===== config.mk =====
export PLATFORM = sky130hd
export DESIGN_NAME = arbitro_jogadores
export DESIGN_NICKNAME = d
export VERILOG_FILES = /design/src/rtl/arbitro_jogadores.sv
export SDC_FILE = /design/constraint.sdc
export NUM_CORES = 1
export LEC_CHECK = 0
export CAP_MARGIN = 0
export CORE_MARGIN = 2
export CORE_UTILIZATION = 25
export CTS_CLUSTER_DIAMETER = 150
export DETAILED_ROUTE_END_ITERATION = 16
export DONT_BUFFER_PORTS = 1
export SLEW_MARGIN = 20
export SYNTH_ARGS = -nofsm -noshare
export SYNTH_HDL_FRONTEND = slang
export SYNTH_SLANG_ARGS = --single-unit
export TNS_END_PERCENT = 1

===== constraint.sdc =====
create_clock -name clock -period 2.06 [get_ports clock]
set_input_delay 0.412 -clock clock [delete_from_list [all_inputs] [get_ports clock]]
set_output_delay 0.412 -clock clock [all_outputs]
set_load 0.01 [all_outputs]

===== src/rtl/arbitro_jogadores.sv =====
// Round-robin turn arbiter for multiplayer rounds: grants, answer timing, lockouts, round end.
// Optional FALSA_LARGADA_EN: buttons held at round open lock those players out for the round.
module arbitro_jogadores #(
  parameter int N_JOGADORES = 4,
  parameter int LARGURA_ID  = 2,
  parameter int T_RESPOSTA  = 5000
) (
  input  logic                   clock,
  input  logic                   reset,
  input  logic                   abre_rodada,
  input  logic [N_JOGADORES-1:0] botoes,
  input  logic                   resultado_valido,
  input  logic                   resultado_correto,
  output logic                   concedido,
  output logic [LARGURA_ID-1:0]  jogador,
  output logic [N_JOGADORES-1:0] vez,
  output logic [N_JOGADORES-1:0] bloqueados,
  output logic                   timeout_resposta,
  output logic                   rodada_encerrada,
  output logic                   vencedor_valido,
  output logic [3:0]             db_estado
);

  localparam int LT = $clog2(T_RESPOSTA);
  localparam logic [N_JOGADORES-1:0] TODOS = '1;

  typedef enum logic [3:0] {
    OCIOSO      = 4'h0,
    ARMADO      = 4'h1,
    RESPONDENDO = 4'h2,
    ENCERRADA   = 4'hF
  } estado_t;

  estado_t                estado;
  logic [LARGURA_ID-1:0]  ptr;
  logic [LT-1:0]          timer;

  function automatic logic [N_JOGADORES-1:0] onehot(input logic [LARGURA_ID-1:0] k);
    return {{(N_JOGADORES-1){1'b0}}, 1'b1} << k;
  endfunction

  // First requester found scanning ptr, ptr+1, ... with wrap at N_JOGADORES.
  function automatic logic [LARGURA_ID-1:0] escolhe(input logic [N_JOGADORES-1:0] req_in,
                                                    input logic [LARGURA_ID-1:0] p);
    logic                  achou;
    logic [LARGURA_ID-1:0] r;
    int                    idx;
    achou = 1'b0;
    r     = '0;
    for (int i = 0; i < N_JOGADORES; i++) begin
      idx = (int'(p) + i) % N_JOGADORES;
      if (!achou && req_in[idx]) begin
        achou = 1'b1;
        r     = LARGURA_ID'(idx);
      end
    end
    return r;
  endfunction

  logic [N_JOGADORES-1:0] req;
  logic [LARGURA_ID-1:0]  escolhido;
  logic [LARGURA_ID-1:0]  ptr_prox;
  logic [N_JOGADORES-1:0] bloq_erro;
  logic                   expirou;

  assign req       = botoes & ~bloqueados;
  assign escolhido = escolhe(req, ptr);
  assign ptr_prox  = LARGURA_ID'((int'(escolhido) + 1) % N_JOGADORES);
  assign bloq_erro = bloqueados | onehot(jogador);
  assign expirou   = (timer == LT'(T_RESPOSTA - 1));

  always_ff @(posedge clock) begin
    if (!reset) begin
      estado           <= OCIOSO;
      concedido        <= 1'b0;
      jogador          <= '0;
      vez              <= '0;
      bloqueados       <= '0;
      timeout_resposta <= 1'b0;
      rodada_encerrada <= 1'b0;
      vencedor_valido  <= 1'b0;
      ptr              <= '0;
      timer            <= '0;
    end else begin
      timeout_resposta <= 1'b0;
      if (abre_rodada) begin
        timer           <= '0;
        concedido       <= 1'b0;
        vez             <= '0;
        vencedor_valido <= 1'b0;
`ifdef FALSA_LARGADA_EN
        bloqueados <= botoes;
        if (botoes == TODOS) begin
          estado           <= ENCERRADA;
          rodada_encerrada <= 1'b1;
        end else begin
          estado           <= ARMADO;
          rodada_encerrada <= 1'b0;
        end
`else
        bloqueados       <= '0;
        estado           <= ARMADO;
        rodada_encerrada <= 1'b0;
`endif
      end else begin
        case (estado)
          OCIOSO: ;
          ARMADO: begin
            if (req != '0) begin
              estado    <= RESPONDENDO;
              concedido <= 1'b1;
              jogador   <= escolhido;
              vez       <= onehot(escolhido);
              timer     <= '0;
              ptr       <= ptr_prox;
            end
          end
          RESPONDENDO: begin
            timer <= timer + 1'b1;
            if (resultado_valido && resultado_correto) begin
              estado           <= ENCERRADA;
              vencedor_valido  <= 1'b1;
              rodada_encerrada <= 1'b1;
              concedido        <= 1'b0;
              vez              <= '0;
            end else if (resultado_valido || expirou) begin
              // A judged answer on the expiry cycle suppresses the timeout pulse.
              timeout_resposta <= !resultado_valido;
              bloqueados       <= bloq_erro;
              concedido        <= 1'b0;
              vez              <= '0;
              if (bloq_erro == TODOS) begin
                estado           <= ENCERRADA;
                rodada_encerrada <= 1'b1;
              end else begin
                estado <= ARMADO;
              end
            end
          end
          ENCERRADA: ;
          default: estado <= OCIOSO;
        endcase
      end
    end
  end

  always_comb begin
    case (estado)
      OCIOSO, ARMADO, RESPONDENDO, ENCERRADA: db_estado = estado;
      default:                                db_estado = 4'hB;
    endcase
  end

endmodule

# Yosys cells after proc, flatten, opt, wreduce, memory -nomap -nowiden

Index checks and enable logic that the tools add are counted.

Reduce and logical (&&, ||, !) cells: 29
Shift-type cells: 2
Div/mod/pow operators: 0
Add/sub/neg operators: 5
Mux-type cells: 38
Magnitude comparators: 4
Multipliers: 0
Bitwise logic cells: 12
Equality and inequality tests: 10

Operators with widths:

| cell                                                                         | count |
|---|---|
| 4-bit two-way mux                                                            | 8 |
| 13-bit case mux with 2 select lines                                          | 1 |
| 3-bit AND reduction                                                          | 6 |
| 1-bit two-way mux                                                            | 17 |
| 13-bit by 1-bit adder with 13-bit output, second input constant              | 1 |
| 13-bit equality test, second input constant                                  | 1 |
| 13-bit two-way mux                                                           | 1 |
| 3-bit by 4-bit less-than comparator with 1-bit output, second input constant | 3 |
| 4-bit case mux with 3 select lines                                           | 1 |
| 2-bit OR reduction                                                           | 5 |
| 1-bit binary-select mux with 2-bit select                                    | 4 |
| 4-bit equality test, second input constant                                   | 2 |
| 2-bit two-way mux                                                            | 4 |
| 4-bit case mux with 2 select lines                                           | 1 |
| 1-bit by 2-bit left shift with 4-bit output, first input constant            | 2 |
| 3-bit != test, second input constant                                         | 2 |
| 1-bit inverter                                                               | 6 |
| 2-bit nonzero test                                                           | 3 |
| 5-bit OR reduction                                                           | 1 |
| 2-bit by 1-bit adder with 2-bit output, second input constant                | 2 |
| 2-bit adder, second input constant                                           | 2 |
| 4-bit AND                                                                    | 1 |
| 4-bit by 1-bit equality test with 1-bit output, second input constant        | 1 |
| 4-bit by 2-bit equality test with 1-bit output, second input constant        | 1 |
| other kinds (15)                                                             | 24 |

Word-level logic and storage cells: 111
Bits in latches: 0
Memories kept: 0
Output and inout bits: 18
Input bits: 9
Memory bits (read-only): 0
Register bits after elaboration: 33
Memory bits (writable): 0

# Longest topological paths before layout

Gate-level depths: netlist of run 1.

Word-level depth: 17
Gate-level depth with buffers: 7
Mapped depth without buffers: 6

# Worst setup path after synthesis of run 1

No wires, ideal clock.

Path kind: register to register
Start point: register estado[2]
End point: register timer[12]
Required time: 1.990 ns
Path buffers: 2
Setup time: 0.070 ns
Path slack: 0.224 ns
Cell stages (with the launch flop): 7
Clock period less this slack: 1.836 ns
Arrival: 1.765 ns
Cell sequence: dfxtp_1 -> buf_6 -> or3b_1 -> buf_6 -> or3_4 -> or3_1 -> a21oi_1

Word-level cells in the longest chain between the ends: 3
Elaborated cells on any way between the ends: 6
Classes of those cells: 3 x eq/ne; 1 x mux; 2 x reduce/logical

Ends and longest elaborated chain:

| what                                                                                                                    | RTL line | source |
|---|---|---|
| from (decl)                                                                                                             | 34       | `estado_t estado;` |
| from (signal assigned)                                                                                                  | 74       | `estado <= OCIOSO;` |
| from (signal assigned)                                                                                                  | 102      | `estado <= ARMADO;` |
| from (signal assigned)                                                                                                  | 110      | `estado <= RESPONDENDO;` |
| 4-bit by 1-bit equality test with 1-bit output / 4-bit by 2-bit equality test with 1-bit output (equally long branches) | 106      | `case (estado)` |
| 2-bit != test (no line) / 2-bit nonzero test (equally long branches)                                                    | n/a      |  |
| 2-bit AND reduction (no line)                                                                                           | n/a      |  |
| to (signal assigned)                                                                                                    | 119      | `timer <= timer + 1'b1;` |
| to (decl)                                                                                                               | 36       | `logic [LT-1:0] timer;` |

Several ways; a longest one is shown, not always the timed one.
A chain may end at the register's enable or synchronous reset.

# Final worst setup path of run 1

Start point: register timer[10]
End point: register rodada_encerrada

Word-level cells in the longest chain between the ends: 4

Ends and longest elaborated chain:

| what                          | RTL line | source |
|---|---|---|
| 13-bit equality test          | 70       | `assign expirou = (timer == LT'(T_RESPOSTA - 1));` |
| 1-bit logical OR              | 126      | `end else if (resultado_valido \|\| expirou) begin` |
| 2-bit nonzero test (no line)  | n/a      |  |
| 3-bit AND reduction (no line) | n/a      |  |
| to (signal assigned)          | 80       | `rodada_encerrada <= 1'b0;` |
| to (signal assigned)          | 123      | `rodada_encerrada <= 1'b1;` |
| to (signal assigned)          | 134      | `rodada_encerrada <= 1'b1;` |
| to (decl)                     | 19       | `output logic rodada_encerrada,` |

Every way passes these cells.

==> summary.md, run 1 <==
| Metric | Value |
|---|---|
| Crit. End Element | `flop` |
| TritonCTS buffer count | `5` |
| Register area share after synthesis | `0.3896` |
| Number of H-tree levels | `2` |
| CP Launch Type | `flop` |
| Leakage | `approximately 0.63 nW` |
| Capture endpoint of the worst hold path | `timeout_resposta$_SDFF_PP0_` |
| Register bit total from synthesis | `32` |
| Detailed-routing iteration count for the pre-antenna-repair pass | `4` |
| Post-Place Worst Slack | `around 0.20 ns` |
| Vertical extent of the die | `around 85 µm` |
| Final Routed Wirelength | `around 4.1 mm` |
| Number of buffers inserted to repair setup after CTS | `0` |
| All-Layer GR Usage | `0.1225` |
| Max-Cap Viols | `0` |
| Final Hold Violating Endpoints | `0` |
| Count of port buffers added during placement | `0` |
| Crit path buffers/inverters | `0` |
| Cell taking the most area after synthesis | `dfxtp_1` |
| Clock slew at reported path FFs | `about 0.060 ns` |
| Most common cell after layout, fill and taps aside | `dfxtp_1` |
| Relative slew slack | `0.4961` |
| Number of hold buffers added after CTS | `0` |
| Number of antenna violations at the first check in global routing | `0` |
| Clock Tree Buf Depth | `2` |
| Worst path slowest cell | `or4b_2` |
| I/O pin cnt | `27` |
| Summed negative setup slack over all endpoints | `0 ns` |
| Critical path cell sequence | `or4b_2, nor3_1, o21ai_1, nor2_1, o21a_1` |
| Post-synthesis to final-layout area growth | `14.23%` |
| Synth area leaders | `dfxtp_1 (39%), o21ai_0 (4.6%), a21oi_1 (4.3%)` |
| R2r setup slk | `about 0.19 ns` |
| Setup clock skew after layout | `approximately 0.0014 ns` |
| Clock tree from TritonCTS | `done` |
| # nets final | `223` |
| Count of clock tree sinks | `32` |
| End of the worst register-to-register path | `rodada_encerrada$_SDFFE_PP0P_` |
| Main flop type after synthesis | `dfxtp_1` |
| Required time of the worst setup path | `between 2 and 2.5 ns` |
| Post-synth top area share | `0.3896` |
| Total die area | `7241 µm²` |
| Number of standard cells after synthesis | `between 200 and 250` |
| Period utilization | `0.9061` |
| Final setup violating endpoints | `0` |
| Core Footprint | `6350 µm²` |
| Worst-path fanout max | `7` |
| Arrival time of data at the critical path endpoint | `approximately 2.1 ns` |
| Reg-to-reg critical path startpoint | `timer[10]$_SDFFE_PP0P_` |
| Number of nets in the synthesized netlist | `between 200 and 250` |
| Reg2reg path depth | `5` |
| Setup slack of the critical path after layout | `roughly 0.19 ns` |
| Resized Gates After CTS | `0` |
| Crit Path Category | `flop to flop` |
| Post-synth cell types | `between 40 and 50` |
| Worst slew pin tran | `0.7559 ns` |
| Number of global-route vias before repair | `1,518` |
| Via count of the routed design | `~1,500` |
| Most frequent cells in the layout | `dfxtp_1 (32), nand2_1 (17), nor2_1 (15), o21ai_0 (15)` |
| Time the worst path needs with I/O delays and setup | `approximately 1.9 ns` |
| Post-synthesis instance area | `1644 µm²` |
| Detailed-route vias per instance | `approximately 5.2` |
| Count of warnings emitted by yosys | `0` |
| Residual overflow from global routing | `0` |
| Min-delay worst type | `primary input to flop` |
| Half-perimeter wire length after placement | `between 3 and 4 mm` |
| Site row count | `29` |
| Delay of the slowest critical-path stage | `~0.66 ns` |
| Routability congestion estimate from global placement | `between 0.8 and 0.9` |
| Number of flops mapped to enable cells by yosys | `0` |
| Top delay family on crit path | `simple AND/OR/NAND/NOR gates` |
| Power density over cell area | `a little under 700 nW/µm²` |
| Status | `completed` |
| Final max-slew violation count | `0` |
| Peak ir drop on the vdd network | `~0.26 mV` |
| Cell Area, Placed | `around 1800 µm²` |
| Diodes inserted | `0` |
| Number of remaining DRC errors | `0` |
| Maximum number of pins on one net before global-route repair | `19` |
| Worst hold slack after final layout | `roughly 0.2 ns` |
| Fraction of final layout cells sized beyond drive strength 1 | `0.1121` |
| Worst hold path depth | `1` |
| Root Buffer | `clkbuf_8` |
| Hold path start | `resultado_valido` |
| Starting DRC count in detailed routing | `between 60 and 70` |
| Routed length per placed instance | `~14 µm` |
| Worst-Skew Late Latency | `between 0.2 and 0.3 ns` |
| Die width | `85.10 µm` |
| FFs w/ async S/R, synth | `0` |
| Total power consumption of the routed design | `between 1 and 1.5 mW` |
| Final design area excluding fillers | `~1900 µm²` |
| Unrepaired setup endpoints after global routing | `false` |
| Post-Synthesis Mean Instance Area | `~8.1 µm²` |
| Wire length of the first global-routing pass | `roughly 7 mm` |
| Antenna Nets Post-Route | `0` |
| Initial standard-cell utilization of the core | `0.2589` |
| Peak Freq | `between 0.5 and 0.6 GHz` |
logic make-up (layout without fill, tap and decap cells):
kind of cell / count (synthesis) / count (layout) / share of synthesized area
simple gates: 90 / 90 / 0.2930
compound gates: 61 / 61 / 0.2390
flops: 32 / 32 / 0.3896
buf+inv: 15 / 26 / 0.04642
mux: 3 / 3 / 0.01903
fa+ha+maj: 1 / 1 / 0.007609
xor+xnor: 1 / 1 / 0.005328
final cells by class:
class / instances / area, µm²
well taps: 77 / 96.34
flip-flops and latches: 32 / 640.6
clock buffers: 8 / 90.09
inverters: 5 / 18.77
multi-input cells: 156 / 934.6
fillers: 667 / 4472
repair buffers: 13 / 97.59
through the flow:
step | util | std cells
floorplan | - | 203
global placement | 0.2816 | 283
detailed placement | 0.2816 | 283
CTS | 0.2958 | 291
global route | 0.2958 | 291
finish | 0.2958 | 291
where the power goes:
part / internal (mW) / switching [mW] / leakage [nW]
clock: 0.272 / 0.231 / 0.0455
combinational: 0.0511 / 0.0734 / 0.324
sequential: 0.629 / 0.0150 / 0.259
registers in the layout, summed over array words and instances, names as in the netlist:
register,count
bloqueados,4
concedido,1
estado,3
jogador,2
ptr,2
rodada_encerrada,1
timeout_resposta,1
timer,13
vencedor_valido,1
vez,4
per-layer routing:
metal,global-route usage,part of all wire,up-vias
met5,0,0,-
li1,-,-,766
met2,0.2116,0.48,39
met3,0.03405,0.066,5
met4,0.04329,0.012,0
met1,0.1452,0.44,697
worst max-delay path by stage:
stage | start | end | slack, ns | cells past startpoint
2_1_floorplan | estado[2]$_SDFFE_PP0P_ | timer[12]$_SDFFE_PP0P_ | 0.22 | 6
3_3_place_gp | timer[10]$_SDFFE_PP0P_ | concedido$_SDFFE_PP0P_ | 0.22 | 5
3_5_place_dp | timer[10]$_SDFFE_PP0P_ | estado[2]$_SDFFE_PP0P_ | 0.20 | 5
4_1_cts | timer[10]$_SDFFE_PP0P_ | rodada_encerrada$_SDFFE_PP0P_ | 0.19 | 5
5_1_grt | timer[10]$_SDFFE_PP0P_ | rodada_encerrada$_SDFFE_PP0P_ | 0.03 | 5
6_report | timer[10]$_SDFFE_PP0P_ | rodada_encerrada$_SDFFE_PP0P_ | 0.19 | 5
synthesized netlist by cell type, types with 3 or more instances:
cell      count
nand2b_1      7
nor3_1        7
a311oi_1      3
nand3_1      14
a31oi_1       5
nand2_1      17
o41ai_1       6
nand4_1       5
nor2b_1       7
inv_1         5
nor2_1       15
a21oi_1      14
clkbuf_1      6
o21ai_0      15
dfxtp_1      32
o21a_1        6
No activity file was read; power rests on OpenSTA's default activity.
==> run 2: changes to the inputs <==
REMOVE_ABC_BUFFERS = 1   (was unset)
==> summary.md, run 2 (same netlist as run 1, synthesis figures left out) <==
| Metric | Value |
|---|---|
| Area taken by flip-flops and latches | `640.6 µm²` |
| End of the worst register-to-register path | `estado[2]$_SDFFE_PP0P_` |
| Leakage | `between 0.6 and 0.7 nW` |
| Clock tree from TritonCTS | `done` |
| Reg2reg path depth | `5` |
| Routability congestion estimate from global placement | `0.8773` |
| Post-synthesis to final-layout area growth | `15.83%` |
| Most frequent cells in the layout | `dfxtp_1 (32), nand2_1 (17), nor2_1 (15), o21ai_0 (15)` |
| Final Routed Wirelength | `about 4.4 mm` |
| Cell Area, Placed | `around 1800 µm²` |
| Min-delay worst type | `primary input to flop` |
| Worst-Skew Late Latency | `about 0.28 ns` |
| Register name with the most flops | `timer` |
| Peak ir drop on the vdd network | `roughly 0.35 mV` |
| # nets final | `roughly 220` |
| Worst slew pin tran | `0.5992 ns` |
| Capture endpoint of the worst hold path | `timeout_resposta$_SDFF_PP0_` |
| Count of clock tree sinks | `32` |
| Detailed-routing iteration count for the pre-antenna-repair pass | `4` |
| Unrepaired setup endpoints after global routing | `false` |
| Final-layout fill cell count | `~700` |
| Status | `completed` |
| Root Buffer | `clkbuf_8` |
| Clock Tree Buf Depth | `2` |
| Routed length per placed instance | `around 15 µm` |
| Number of remaining DRC errors | `0` |
| Crit. End Element | `flop` |
| Cell count after placement | `approximately 280` |
| Total die area | `7241 µm²` |
| Core Footprint | `6350 µm²` |
| Time the worst path needs with I/O delays and setup | `roughly 2.0 ns` |
| Starting DRC count in detailed routing | `between 90 and 100` |
| Number of global-route vias before repair | `roughly 1,500` |
| Power density over cell area | `just under 700 nW/µm²` |
| Setup slack of the critical path after layout | `approximately 0.093 ns` |
| Peak Freq | `roughly 0.51 GHz` |
| Antenna Nets Post-Route | `0` |
| Required time of the worst setup path | `approximately 2.3 ns` |
| Fraction of final layout cells sized beyond drive strength 1 | `0.1215` |
| Final Util | `0.2999` |
| Via count of the routed design | `1,545` |
| Site row count | `29` |
| Non-filler cells, final | `between 200 and 300` |
| Half-perimeter wire length after placement | `3.307 mm` |
| Arrival time of data at the critical path endpoint | `between 2 and 2.5 ns` |
| Setup clock skew after layout | `~0.0057 ns` |
| CP Launch Type | `flop` |
| TritonCTS buffer count | `5` |
| Resized Gates After CTS | `0` |
| Hold path start | `resultado_valido` |
| Worst-path fanout max | `7` |
| Diodes inserted | `0` |
| Largest registers ranked by flip-flop count | `timer x13, bloqueados x4, vez x4` |
| Number of buffers inserted to repair setup after CTS | `0` |
| Reg-to-reg critical path startpoint | `timer[3]$_SDFFE_PP0P_` |
| Number of antenna violations at the first check in global routing | `0` |
| Period utilization | `0.9548` |
| I/O pin cnt | `27` |
| Maximum number of pins on one net before global-route repair | `16` |
| Most common cell after layout, fill and taps aside | `dfxtp_1` |
| Vertical extent of the die | `approximately 85 µm` |
| Clock slew at reported path FFs | `around 0.07 ns` |
| Residual overflow from global routing | `0` |
| Die width | `approximately 85 µm` |
| All-Layer GR Usage | `0.1227` |
| Detailed-route vias per instance | `between 5 and 6` |
| Final design area excluding fillers | `about 1900 µm²` |
| Number of hold buffers added after CTS | `0` |
| Final setup violating endpoints | `0` |
| Max FFs per register | `13` |
| Area of combinational cells with multiple inputs | `a little over 900 µm²` |
| Post-Place Worst Slack | `about 0.14 ns` |
| Number of H-tree levels | `2` |
| Count of port buffers added during placement | `0` |
| Worst hold path depth | `1` |
| Crit Path Category | `flop to flop` |
| Final max-slew violation count | `0` |
| R2r setup slk | `between 0.09 and 0.1 ns` |
| Wire length of the first global-routing pass | `approximately 7 mm` |
| Worst hold slack after final layout | `between 0.2 and 0.25 ns` |
| Max-Cap Viols | `0` |
| Final Hold Violating Endpoints | `0` |
| Relative slew slack | `0.6005` |
| Initial standard-cell utilization of the core | `0.2589` |
-- run 2: report_power, final --
| part | switching (mW) | internal, mW |
|---|---|---|
| Clock | 0.227 | 0.297 |
| Sequential | 0.0151 | 0.629 |
| Combinational | 0.0762 | 0.0575 |
| Total | 0.318 | 0.984 |
-- run 2: per-layer routing --
layer | vias to the layer above | track usage | wire length [µm]
met2 | 32 | 0.2038 | 2128
met4 | 0 | 0.04618 | 78
met5 | - | 0 | 0
li1 | 772 | - | -
met3 | 8 | 0.04183 | 228
met1 | 733 | 0.1462 | 1921
-- run 2: worst max-delay path by stage --
stage | start | endpoint | slack, ns | depth (start not counted)
2_1_floorplan | bloqueados[2]$_SDFFE_PP0P_ | ptr[0]$_SDFFE_PN0P_ | -0.12 | 5
3_3_place_gp | timer[10]$_SDFFE_PP0P_ | estado[2]$_SDFFE_PP0P_ | 0.18 | 5
3_5_place_dp | timer[10]$_SDFFE_PP0P_ | estado[2]$_SDFFE_PP0P_ | 0.14 | 5
4_1_cts | timer[3]$_SDFFE_PP0P_ | estado[2]$_SDFFE_PP0P_ | 0.12 | 5
5_1_grt | estado[0]$_SDFFE_PN0P_ | jogador[0]$_SDFFE_PN0P_ | 0.02 | 6
6_report | timer[3]$_SDFFE_PP0P_ | estado[2]$_SDFFE_PP0P_ | 0.09 | 5
-- run 2: per-stage QoR --
stage | power (mW) | setup TNS [ns]
after floorplan | 0.7388 | -0.3175
after global placement | 0.7921 | 0
after detailed placement | 0.7923 | 0
after CTS | 1.316 | 0
after global routing | 1.355 | 0
final | 1.302 | 0
-- run 2: area by class of cell --
cell class                 instances  area share
clock buffer                       7     0.05059
inverter                           5    0.009855
multi-input combinational        156      0.4908
sequential                        32      0.3364
tap                               77     0.05059
timing repair buffer              14     0.06176
-- run 2: worst max-delay path, cell delays in order (launching register included) --
cell and delay [ns]:
dfxtp_1 0.31, or4b_2 0.68, nor3_1 0.33, o21ai_1 0.26, nor2_1 0.21, o21a_1 0.13
